<file path="src/rtl/pipelined_cla_subtractor.sv">
// Pipelined WIDTH-bit subtractor: diff = a - b - bin (mod 2^WIDTH), one 4-bit
// carry-lookahead nibble per stage. Computed as a + ~b + ~bin, so the carry out
// of the top nibble is the inverted borrow.
//
// Ports:
//   clk, rst_n             clock, asynchronous active-low reset
//   in_valid / in_ready    operand handshake (a, b, bin)
//   out_valid / out_ready  result handshake (diff, bout, ovf, zero)
//   bout                   1 when unsigned a < b + bin
//   ovf                    signed overflow of the subtraction
//   zero                   diff == 0
//
// Latency is WIDTH/4 cycles. A full output stalls the whole pipe; bubbles are kept.
module pipelined_cla_subtractor #(
    parameter int unsigned WIDTH = 16
) (
    input  logic             clk,
    input  logic             rst_n,
    input  logic             in_valid,
    output logic             in_ready,
    input  logic [WIDTH-1:0] a,
    input  logic [WIDTH-1:0] b,
    input  logic             bin,
    output logic             out_valid,
    input  logic             out_ready,
    output logic [WIDTH-1:0] diff,
    output logic             bout,
    output logic             ovf,
    output logic             zero
);

    localparam int unsigned STAGES = WIDTH / 4;
    // Number of intermediate stage registers (all stages except the output one).
    localparam int unsigned MID    = (STAGES > 1) ? STAGES - 1 : 1;

    // 4-bit lookahead adder: returns {carry_out, sum}.
    function automatic logic [4:0] cla4(input logic [3:0] x, input logic [3:0] y,
                                        input logic ci);
        logic [3:0] p;
        logic [3:0] g;
        logic [4:0] c;
        p    = x ^ y;
        g    = x & y;
        c[0] = ci;
        c[1] = g[0] | (p[0] & ci);
        c[2] = g[1] | (p[1] & g[0]) | (p[1] & p[0] & ci);
        c[3] = g[2] | (p[2] & g[1]) | (p[2] & p[1] & g[0]) | (p[2] & p[1] & p[0] & ci);
        c[4] = g[3] | (p[3] & g[2]) | (p[3] & p[2] & g[1]) | (p[3] & p[2] & p[1] & g[0])
             | (p[3] & p[2] & p[1] & p[0] & ci);
        return {c[4], p ^ c[3:0]};
    endfunction

    // Intermediate stage state. Operands carry the not-yet-consumed upper nibbles;
    // res carries the completed lower result nibbles.
    logic [MID-1:0]   valid_q;
    logic [MID-1:0]   carry_q;
    logic [WIDTH-1:0] a_q   [MID];
    logic [WIDTH-1:0] nb_q  [MID];
    logic [WIDTH-1:0] res_q [MID];

    // Output stage state.
    logic             out_valid_q;
    logic [WIDTH-1:0] diff_q;
    logic             bout_q;
    logic             ovf_q;

    // Per-stage combinational view.
    logic [STAGES-1:0] v_in;
    logic [STAGES-1:0] c_in;
    logic [STAGES-1:0] c_out;
    logic [WIDTH-1:0]  a_in   [STAGES];
    logic [WIDTH-1:0]  nb_in  [STAGES];
    logic [WIDTH-1:0]  res_nx [STAGES];
    logic              en;
    logic              a_msb;
    logic              b_msb;
    logic              ovf_d;

    assign en       = !(out_valid_q && !out_ready);
    assign in_ready = en;

    always_comb begin
        v_in  = '0;
        c_in  = '0;
        c_out = '0;
        for (int k = 0; k < int'(STAGES); k++) begin
            logic [4:0] r;
            logic [WIDTH-1:0] res_in;
            if (k == 0) begin
                v_in[k]  = in_valid;
                c_in[k]  = ~bin;
                a_in[k]  = a;
                nb_in[k] = ~b;
                res_in   = '0;
            end else begin
                v_in[k]  = valid_q[(k > 0) ? k - 1 : 0];
                c_in[k]  = carry_q[(k > 0) ? k - 1 : 0];
                a_in[k]  = a_q[(k > 0) ? k - 1 : 0];
                nb_in[k] = nb_q[(k > 0) ? k - 1 : 0];
                res_in   = res_q[(k > 0) ? k - 1 : 0];
            end
            r                  = cla4(a_in[k][4*k +: 4], nb_in[k][4*k +: 4], c_in[k]);
            c_out[k]           = r[4];
            res_nx[k]          = res_in;
            res_nx[k][4*k +: 4] = r[3:0];
        end
        a_msb = a_in[STAGES-1][WIDTH-1];
        b_msb = ~nb_in[STAGES-1][WIDTH-1];
        ovf_d = (a_msb != b_msb) && (res_nx[STAGES-1][WIDTH-1] != a_msb);
    end

    always_ff @(posedge clk or negedge rst_n) begin
        if (!rst_n) begin
            valid_q     <= '0;
            carry_q     <= '0;
            for (int k = 0; k < int'(MID); k++) begin
                a_q[k]   <= '0;
                nb_q[k]  <= '0;
                res_q[k] <= '0;
            end
            out_valid_q <= 1'b0;
            diff_q      <= '0;
            bout_q      <= 1'b0;
            ovf_q       <= 1'b0;
        end else if (en) begin
            for (int k = 0; k < int'(STAGES) - 1; k++) begin
                valid_q[k] <= v_in[k];
                // Data only moves with a real beat so idle stages stay quiet.
                if (v_in[k]) begin
                    carry_q[k] <= c_out[k];
                    a_q[k]     <= a_in[k];
                    nb_q[k]    <= nb_in[k];
                    res_q[k]   <= res_nx[k];
                end
            end
            out_valid_q <= v_in[STAGES-1];
            if (v_in[STAGES-1]) begin
                diff_q <= res_nx[STAGES-1];
                bout_q <= ~c_out[STAGES-1];
                ovf_q  <= ovf_d;
            end
        end
    end

    assign out_valid = out_valid_q;
    assign diff      = diff_q;
    assign bout      = bout_q;
    assign ovf       = ovf_q;
    assign zero      = (diff_q == '0);

endmodule

</file>
<file path="config.mk">
export PLATFORM = sky130hd
export DESIGN_NAME = pipelined_cla_subtractor
export DESIGN_NICKNAME = d
export VERILOG_FILES = /design/src/rtl/pipelined_cla_subtractor.sv
export SDC_FILE = /design/constraint.sdc
export NUM_CORES = 1
export LEC_CHECK = 0
export ABC_AREA = 1
export BUFFER_PORTS_ARGS = -buffer_cell sky130_fd_sc_hd__buf_2
export CORE_UTILIZATION = 57
export CTS_CLUSTER_SIZE = 25
export DETAILED_ROUTE_END_ITERATION = 8
export GPL_ROUTABILITY_DRIVEN = 0
export GPL_TIMING_DRIVEN = 0
export PLACE_DENSITY = 0.82
export SLEW_MARGIN = 20
export SYNTH_ARGS = -nofsm -noshare
export SYNTH_HDL_FRONTEND = slang
export SYNTH_SLANG_ARGS = --single-unit
</file>
<file path="constraint.sdc">
create_clock -name clk -period 1.8 [get_ports clk]
set_input_delay 0.09 -clock clk [delete_from_list [all_inputs] [get_ports clk]]
set_output_delay 0.09 -clock clk [all_outputs]
set_load 0.02 [all_outputs]
</file>
-- Word level (Yosys, flattened, before mapping)
Index checks and enable logic that the tools add are counted.
- bits in registers: 145
- input bits: 37
- output and inout bits: 21
- logic and storage cells: 149
- equality and inequality tests: 2
- bitwise gates (word level): 121
- reduce and logical (&&, ||, !) cells: 9
- operator list (operator ; number):
    $and 1x1->1 ; 64
    $or 1x1->1 ; 40
    $xor 4x4->4 ; 8
    $and 4x4->4 ; 4
    $logic_not 16->1 ; 1
    $not 16->16 ; 1
    $reduce_and 2->1 ; 4
    $not 1->1 ; 4
    $logic_and 1x1->1 ; 2
    $logic_not 1->1 ; 2
    $ne 1x1->1 ; 2

-- Logic depth before layout (Yosys ltp)
Gate-level depths: netlist of the first run.
- word-level depth: 8
- mapped depth: 9
- gate-level depth less buffers: 9

-- Least setup slack after synthesis of the first run
OpenSTA, ideal clock, no wires.
- path kind: reg-to-reg
- start: register a_q (netlist bit a_in[14])
- end: register diff_q[15], in the netlist diff[15]
- library setup time: 0.065 ns
- arrival time: 1.304 ns
- required time: 1.735 ns
- setup slack: 0.431 ns
- cell stages (with the launch flop): 8
- path buffers: 0
- clock period less this slack: 1.369 ns
- path through: dfrtp_1 ha_1 or2_2 nand2_1 nand2_1 nand2_1 nand3_1 nand2_1
- longest elaborated chain between the ends: 6
- RTL lines (what ; RTL line ; text):
    from (decl) ; 57 ; logic [WIDTH-1:0] a_q [MID];
    from (signal, indexed assignment) ; 131 ; a_q[k] <= a_in[k];
    $xor 4x4->4 ; 42 ; p = x ^ y;
    $and 1x1->1 ; 47 ; c[3] = g[2] | (p[2] & g[1]) | (p[2] & p[1] & g[0]) | (p[2] & p[1] & p[0] & ci);
    $or 1x1->1 or $and 1x1->1 (tied branches) (2 in series) ; 47 ;
    $or 1x1->1 * ; 47 ;
    $xor 4x4->4 * ; 50 ; return {c[4], p ^ c[3:0]};
    to (signal assigned) ; 138 ; diff_q <= res_nx[STAGES-1];
    to (decl) ; 63 ; logic [WIDTH-1:0] diff_q;
Every way passes the cells marked *; elsewhere a longest branch is shown, timed or not.
A chain may end at the register's enable or synchronous reset.

-- Worst setup path after layout of the first run
- start: register a_q (netlist bit a_in[37])
- end: register res_q (netlist bit res_nx[23])
- longest elaborated chain between the ends: 6
- RTL lines (what ; RTL line ; text):
    $and 4x4->4 or $xor 4x4->4 (tied branches) ; 43, 42 ;
    $and 1x1->1 ; 47 ;
    $or 1x1->1 or $and 1x1->1 (tied branches) (2 in series) ; 47 ;
    $or 1x1->1 * ; 47 ;
    $xor 4x4->4 * ; 50 ;
    to (signal, indexed assignment) ; 133 ; res_q[k] <= res_nx[k];
    to (decl) ; 59 ; logic [WIDTH-1:0] res_q [MID];
Marks and branches as above.

==> results of run 1 <==
power by group:
part	internal [mW]	switching, mW
Clock	0.526	0.825
Combinational	1.24	2.07
Sequential	3.03	0.506
Total	4.80	3.40
state kept, by name (all words and copies together), names as in the netlist:
signal	flops
nb_in	24
valid_q	3
ovf	1
a_in	24
carry_q	3
out_valid	1
bout	1
diff	16
res_nx	24
worst min-delay path: cells and delay by family:
kind                     cells  cell delay [ns]
adder cells (fa/ha/maj)      1             0.16
buffers and inverters        1             0.10
AO/OA/AOI/OAI                1             0.07
synthesized netlist by cell type (2+ instances only):
master    number  share of area, %
nand2_1      199                17
dfrtp_1       97                55
o21ai_1       59               6.7
inv_1         49               4.2
nand3_1       20               2.3
ha_1          16               4.5
nor2_1        14               1.2
buf_2          7              0.79
nand4_1        7              0.99
a21oi_1        5              0.57
clkbuf_1       5              0.42
buf_4          4              0.68
fa_1           4               1.8
inv_2          4              0.34
nor4_1         4              0.57
o21ai_0        4              0.45
nor2_2         3              0.42
xor2_1         3              0.59
nor2_4         2              0.51
or2_2          2              0.28
layer usage:
layer  wire, µm  track usage, %  vias to the layer above
met1       4165           30.74                     1637
met3        338           3.299                       16
li1           -               -                     1813
met5          0               0                        -
met2       4359           41.09                       81
met4        153           9.812                        0
cell usage in the layout (no fill, tap or decap), types with 5 or more instances in the layout:
master,netlist,routed
dfrtp_1,97,97
dlygate4sd3_1,0,25
inv_1,49,49
a21oi_1,5,5
nor2_1,14,14
nand3_1,20,20
nand2_1,199,199
o21ai_1,59,59
nand4_1,7,7
ha_1,16,16
clkbuf_1,5,5
buf_2,7,63
clkbuf_8,0,9
logic make-up after synthesis:
kind of cell / count (synthesis)
compound gates: 69
xor+xnor: 4
fa+ha+maj: 20
buf+inv: 72
flops: 97
simple gates: 252
final cells by class:
type | count | area share, %
Clock buffer | 9 | 2.337
Timing Repair Buffer | 83 | 10.74
Tap cell | 99 | 2.337
Inverter | 54 | 3.847
Clock inverter | 7 | 1.156
Multi-Input combinational cell | 345 | 31.93
Sequential cell | 97 | 45.79
Buffer | 18 | 1.865
repair_timing:
action | 4_1_cts | 5_1_grt
hold buffers | 25 | 0
resized for setup | 0 | 0
endpoints found under the hold margin | 121 | 0
worst paths after layout:
path	to	slack, ns	cells past startpoint
min reg2reg	nb_in[25]$_DFFE_PN0P_	0.48	2
max reg2reg	res_nx[23]$_DFFE_PN0P_	0.20	9
max in group asynchronous	res_nx[10]$_DFFE_PN0P_	1.05	3
min in group asynchronous	nb_in[45]$_DFFE_PN0P_	0.13	2
max	res_nx[23]$_DFFE_PN0P_	0.20	9
min	res_nx[32]$_DFFE_PN0P_	0.07	3
==> impl_metrics.env, run 1 <==
export IMPL_status="completed"
export IMPL_synth_top_family_by_area="simple AND/OR/NAND/NOR gates"
export IMPL_final_layout_size_suffix_gt1_share_pct=15.99
export IMPL_routed_wl_um=9016
export IMPL_hp_start="bin"
export IMPL_wl_per_cell_um=12.66
export IMPL_yosys_area_share_simple_pct=23.28
export IMPL_ant_nets=0
export IMPL_synth_seq_area_share_pct=54.88
export IMPL_areaGrowthSynthToFinish_pct=19.86
export IMPL_cp_start_kind="register"
export IMPL_yosysWarnings=0
export IMPL_final_hold_viol_count=0
export IMPL_ioPinCount=58
export IMPL_cp_startpoint="a_in[37]$_DFFE_PN0P_"
export IMPL_die_w_um=90.09
export IMPL_core_rowCount=31
export IMPL_grt_start_max_net_pins=77
export IMPL_p_per_area_nw_per_um2=1547
export IMPL_n_fill_cell=579
export IMPL_syn_nets=571
export IMPL_syn_area_um2=4423
export IMPL_max_slew_margin_rel_pct=69.59
export IMPL_crit_reg2reg_launch="a_in[37]$_DFFE_PN0P_"
export IMPL_antenna_found_initial=0
export IMPL_synthMuxAreaShare_pct=0
export IMPL_hold_path_class="input pin to register"
export IMPL_die_h_um=90.09
export IMPL_core_area_um2=7370
export IMPL_crit_arrival_ns=1.87
export IMPL_synthDistinctLibCells=26
export IMPL_tns_ns=0
export IMPL_setup_viol=0
export IMPL_cts_setup_buffers=0
export IMPL_cp_end_kind="register"
export IMPL_grt_overflow=0
export IMPL_initial_core_util_pct=60.02
export IMPL_clock_path_buffers=2
export IMPL_total_power_mw=8.200
export IMPL_p_leak_nw=2.818
export IMPL_clk_pin_slew_worst_paths_ns=0.10
export IMPL_crit_path_frequent_cell="nand2_1"
export IMPL_cts_tree="yes"
export IMPL_max_freq_ghz=0.6252
export IMPL_grt_setup_unrepaired="false"
export IMPL_drv_slew=0
export IMPL_grt_pass1_wl_um=15350
export IMPL_design_area_um2=5301
export IMPL_vias_per_cell=4.982
export IMPL_worstPathRequired_ns=2.07
export IMPL_die_area_um2=8116
export IMPL_synth_compound_area_share_pct=7.864
export IMPL_utilization_pct=71.94
export IMPL_grt_pass1_vias=3442
export IMPL_detailed_place_hpwl_um=6397
export IMPL_place_inst=671
export IMPL_ys_seq_elements=97
export IMPL_path_delay_family="simple AND/OR/NAND/NOR gates"
export IMPL_avgSynthCellArea_um2=8.605
export IMPL_critPathMaxFanout=7
export IMPL_critical_path_class="register to register"
export IMPL_synth_cells=514
export IMPL_fin_nets=665
export IMPL_synth_edff_count=0
export IMPL_clock_latency_ns=0.37
export IMPL_worst_pin_slew_ns=0.4561
export IMPL_cts_buffers=9
export IMPL_first_iter_violations=197
export IMPL_ys_flop_type="dfrtp_1"
export IMPL_whs_ns=0.06880
export IMPL_synthAdderAreaFrac_pct=6.337
export IMPL_path_cells="ha_1 -> clkbuf_1 -> nand2_1 -> nor2_1 -> nor2_1 -> nand2_1 -> nand2_1 -> nand3_1 -> nand2_1"
export IMPL_fin_crit_sh_pct=88.87
export IMPL_antennaDiodeCount=0
export IMPL_maxCapViolCount=0
export IMPL_fin_cells=712
export IMPL_worst_slack_ns=0.2004
export IMPL_cts_sinks=97
export IMPL_period_minus_slack_ns=1.600
export IMPL_synth_async_reset_ratio_pct=100.0
export IMPL_synth_xor_area_share_pct=0.7921
export IMPL_finClkSkew_ns=0.009364
export IMPL_firstDrtPassIters=4
export IMPL_path_buf_inv=1
export IMPL_track_usage_pct=23.97
export IMPL_via_count=3547
export IMPL_dpl_cell_area_um2=4866
export IMPL_route_detailed_drc=0
export IMPL_max_stage_delay_ns=0.42
export IMPL_port_buffers=57
export IMPL_cp_slowest_cell="dfrtp_1"
export IMPL_regArea_um2=2427
export IMPL_htree_levels=3
export IMPL_cts_root_buffer="clkbuf_8"
export IMPL_pre_cts_slack_ns=0.2406
export IMPL_irDropWorstVdd_v=0.0008825
export IMPL_multiInputGateArea_um2=1693
(Power assumes the default switching activity.)
==> run 2: changes to the inputs <==
--- a/config.mk
+++ b/config.mk
@@ -5,7 +5,6 @@
 export SDC_FILE = /design/constraint.sdc
 export NUM_CORES = 1
 export LEC_CHECK = 0
-export ABC_AREA = 1
 export BUFFER_PORTS_ARGS = -buffer_cell sky130_fd_sc_hd__buf_2
 export CORE_UTILIZATION = 57
 export CTS_CLUSTER_SIZE = 25
==> run 2 against run 1 <==
Register-to-register slack worse by 0.11 ns. Final cell count is 28% lower. Non-clock buffer count is 5 lower. Via count is 25% lower. Critical path depth is 4 lower. Critical path type unchanged.
==> impl_metrics.env, run 2 <==
export IMPL_antennaDiodeCount=0
export IMPL_ys_flop_type="dfrtp_1"
export IMPL_die_h_um=88.75
export IMPL_detailed_place_hpwl_um=5384
export IMPL_period_minus_slack_ns=1.707
export IMPL_areaGrowthSynthToFinish_pct=20.71
export IMPL_core_area_um2=7253
export IMPL_routed_wl_um=7669
export IMPL_whs_ns=0.09316
export IMPL_max_slew_margin_rel_pct=70.96
export IMPL_crit_arrival_ns=1.95
export IMPL_max_freq_ghz=0.5859
export IMPL_setup_viol=0
export IMPL_syn_nets=369
export IMPL_cp_start_kind="register"
export IMPL_fin_cells=510
export IMPL_status="completed"
export IMPL_place_inst=469
export IMPL_final_common_cell="dfrtp_1"
export IMPL_cp_end_kind="register"
export IMPL_finClkSkew_ns=0.01153
export IMPL_grt_pass1_wl_um=12620
export IMPL_die_area_um2=7876
export IMPL_core_rowCount=31
export IMPL_clock_path_buffers=2
export IMPL_p_leak_nw=2.502
export IMPL_synth_commonest_cells="97 x dfrtp_1, 33 x mux2_2, 30 x o21ai_0"
export IMPL_critical_path_class="register to register"
export IMPL_cts_tree="yes"
export IMPL_syn_area_um2=4289
export IMPL_ioPinCount=58
export IMPL_p_per_area_nw_per_um2=1733
export IMPL_htree_levels=3
export IMPL_final_hold_viol_count=0
export IMPL_cts_root_buffer="clkbuf_8"
export IMPL_yosysWarnings=0
export IMPL_initial_core_util_pct=59.13
export IMPL_grt_overflow=0
export IMPL_yosysTopAreaCell="dfrtp_1"
export IMPL_firstDrtPassIters=5
export IMPL_fin_crit_sh_pct=94.82
export IMPL_final_layout_size_suffix_gt1_share_pct=36.01
export IMPL_cts_buffers=9
export IMPL_maxCapViolCount=0
export IMPL_synth_async_reset_ratio_pct=100.0
export IMPL_utilization_pct=71.38
export IMPL_worst_pin_slew_ns=0.4356
export IMPL_cts_setup_buffers=0
export IMPL_cts_sinks=97
export IMPL_fin_nets=463
export IMPL_synthDistinctLibCells=32
export IMPL_ant_nets=0
export IMPL_ys_seq_elements=97
export IMPL_track_usage_pct=22.06
export IMPL_irDropWorstVdd_v=0.0008212
export IMPL_avgSynthCellArea_um2=13.75
export IMPL_ys_top_cells_by_area="dfrtp_1 57%, mux2_2 8.7%, mux2_4 8.4%"
export IMPL_wl_per_cell_um=15.04
export IMPL_die_w_um=88.75
export IMPL_yosysTopAreaCellShare_pct=56.59
export IMPL_grt_setup_unrepaired="false"
export IMPL_cts_repair_resized=0
export IMPL_synth_edff_count=0
export IMPL_final_cell_mix="97 x dfrtp_1, 58 x buf_2, 33 x mux2_2"
export IMPL_via_count=2662
export IMPL_n_fill_cell=487
export IMPL_critPathMaxFanout=3
export IMPL_drv_slew=0
export IMPL_route_detailed_drc=0
export IMPL_hold_path_class="input pin to register"
export IMPL_grt_start_max_net_pins=52
export IMPL_port_buffers=57
export IMPL_worstPathRequired_ns=2.05
export IMPL_synth_seq_area_share_pct=56.59
export IMPL_clock_latency_ns=0.36
export IMPL_clk_pin_slew_worst_paths_ns=0.09
export IMPL_first_iter_violations=75
export IMPL_synth_cells=312
export IMPL_grt_pass1_vias=2674
export IMPL_yosysMostFrequentCell="dfrtp_1"
export IMPL_vias_per_cell=5.220
export IMPL_antenna_found_initial=0
==> run 2: layout make-up <==
class                           instances  area, µm²  share of cell area, %
Sequential cell                        97       2427                  46.88
Multi-Input combinational cell        194       1705                  32.94
Timing Repair Buffer                   83      569.3                  11.00
Clock buffer                           11      141.4                  2.731
Buffer                                 13      126.4                  2.441
Tap cell                               99      123.9                  2.392
Clock inverter                          5      53.80                  1.039
Inverter                                8      30.03                 0.5800
==> run 2: layer usage <==
layer | GRT usage, % | share of wire, % | routed length, µm | vias to the layer above
met3 | 3.638 | 3.2 | 243 | 9
met1 | 28.66 | 46 | 3551 | 1314
met4 | 9.824 | 1.5 | 115 | 0
met5 | 0 | 0 | 0 | -
met2 | 36.78 | 49 | 3759 | 64
li1 | - | - | - | 1275
==> run 2: report_power, final <==
part           leakage [nW]  total, mW  internal, mW  switching (mW)
Combinational          1.23       3.75          2.04            1.71
Clock                 0.103       1.41         0.680           0.731
Sequential             1.17       3.82          3.14           0.672
==> run 2: final timing paths <==
check,from,endpoint,slack [ns],depth (start not counted)
min in group asynchronous,rst_n,a_in[47]$_DFFE_PN0P_,0.23,2
setup reg to reg,a_in[24]$_DFFE_PN0P_,carry_q[2]$_DFFE_PN0P_,0.09,5
max in group asynchronous,rst_n,res_nx[1]$_DFFE_PN0P_,0.99,3
hold / removal,bin,res_nx[32]$_DFFE_PN0P_,0.09,3
hold reg to reg,bout$_DFFE_PN0P_,bout$_DFFE_PN0P_,0.49,2
setup / recovery,a_in[24]$_DFFE_PN0P_,carry_q[2]$_DFFE_PN0P_,0.09,5
==> run 2: through the flow <==
| stage | area, µm² | power, mW | TNS (ns) | setup slack [ns] |
|---|---|---|---|---|
| finish | 5177 | 8.974 | 0 | 0.09325 |
| CTS | 5177 | 9.005 | 0 | 0.1169 |
| global placement | 4698 | 7.312 | -19.59 | -0.2055 |
| global route | 5177 | 9.579 | 0 | 0.001670 |
| floorplan | 4289 | 6.585 | 0 | 0.2812 |
| detailed placement | 4732 | 7.569 | 0 | 0.1320 |
==> run 2: logic make-up (layout without fill, tap and decap cells) <==
| group | count (synthesis) | after routing | share of synthesized area [%] |
|---|---|---|---|
| DFF | 97 | 97 | 56.59 |
| AOI/OAI and AO/OA | 49 | 49 | 6.680 |
| and+or+nand+nor | 51 | 51 | 5.659 |
| muxes | 63 | 63 | 18.64 |
| xor gates and xnor gates | 11 | 11 | 2.246 |
| buffers and inverters | 21 | 120 | 3.646 |
| adders and majority gates | 20 | 20 | 6.534 |
==> run 2: critical path: stages (launching register included) <==
cell      delay (ns)
dfrtp_1         0.44
ha_1            0.32
a211oi_1        0.35
o21bai_1        0.17
a211oi_1        0.25
nor2_1          0.07
==> run 2: repair_timing <==
action | 4_1_cts | 5_1_grt
hold buffers | 25 | 0
setup endpoints to repair | 0 | 0
hold endpoints to repair | 70 | 0
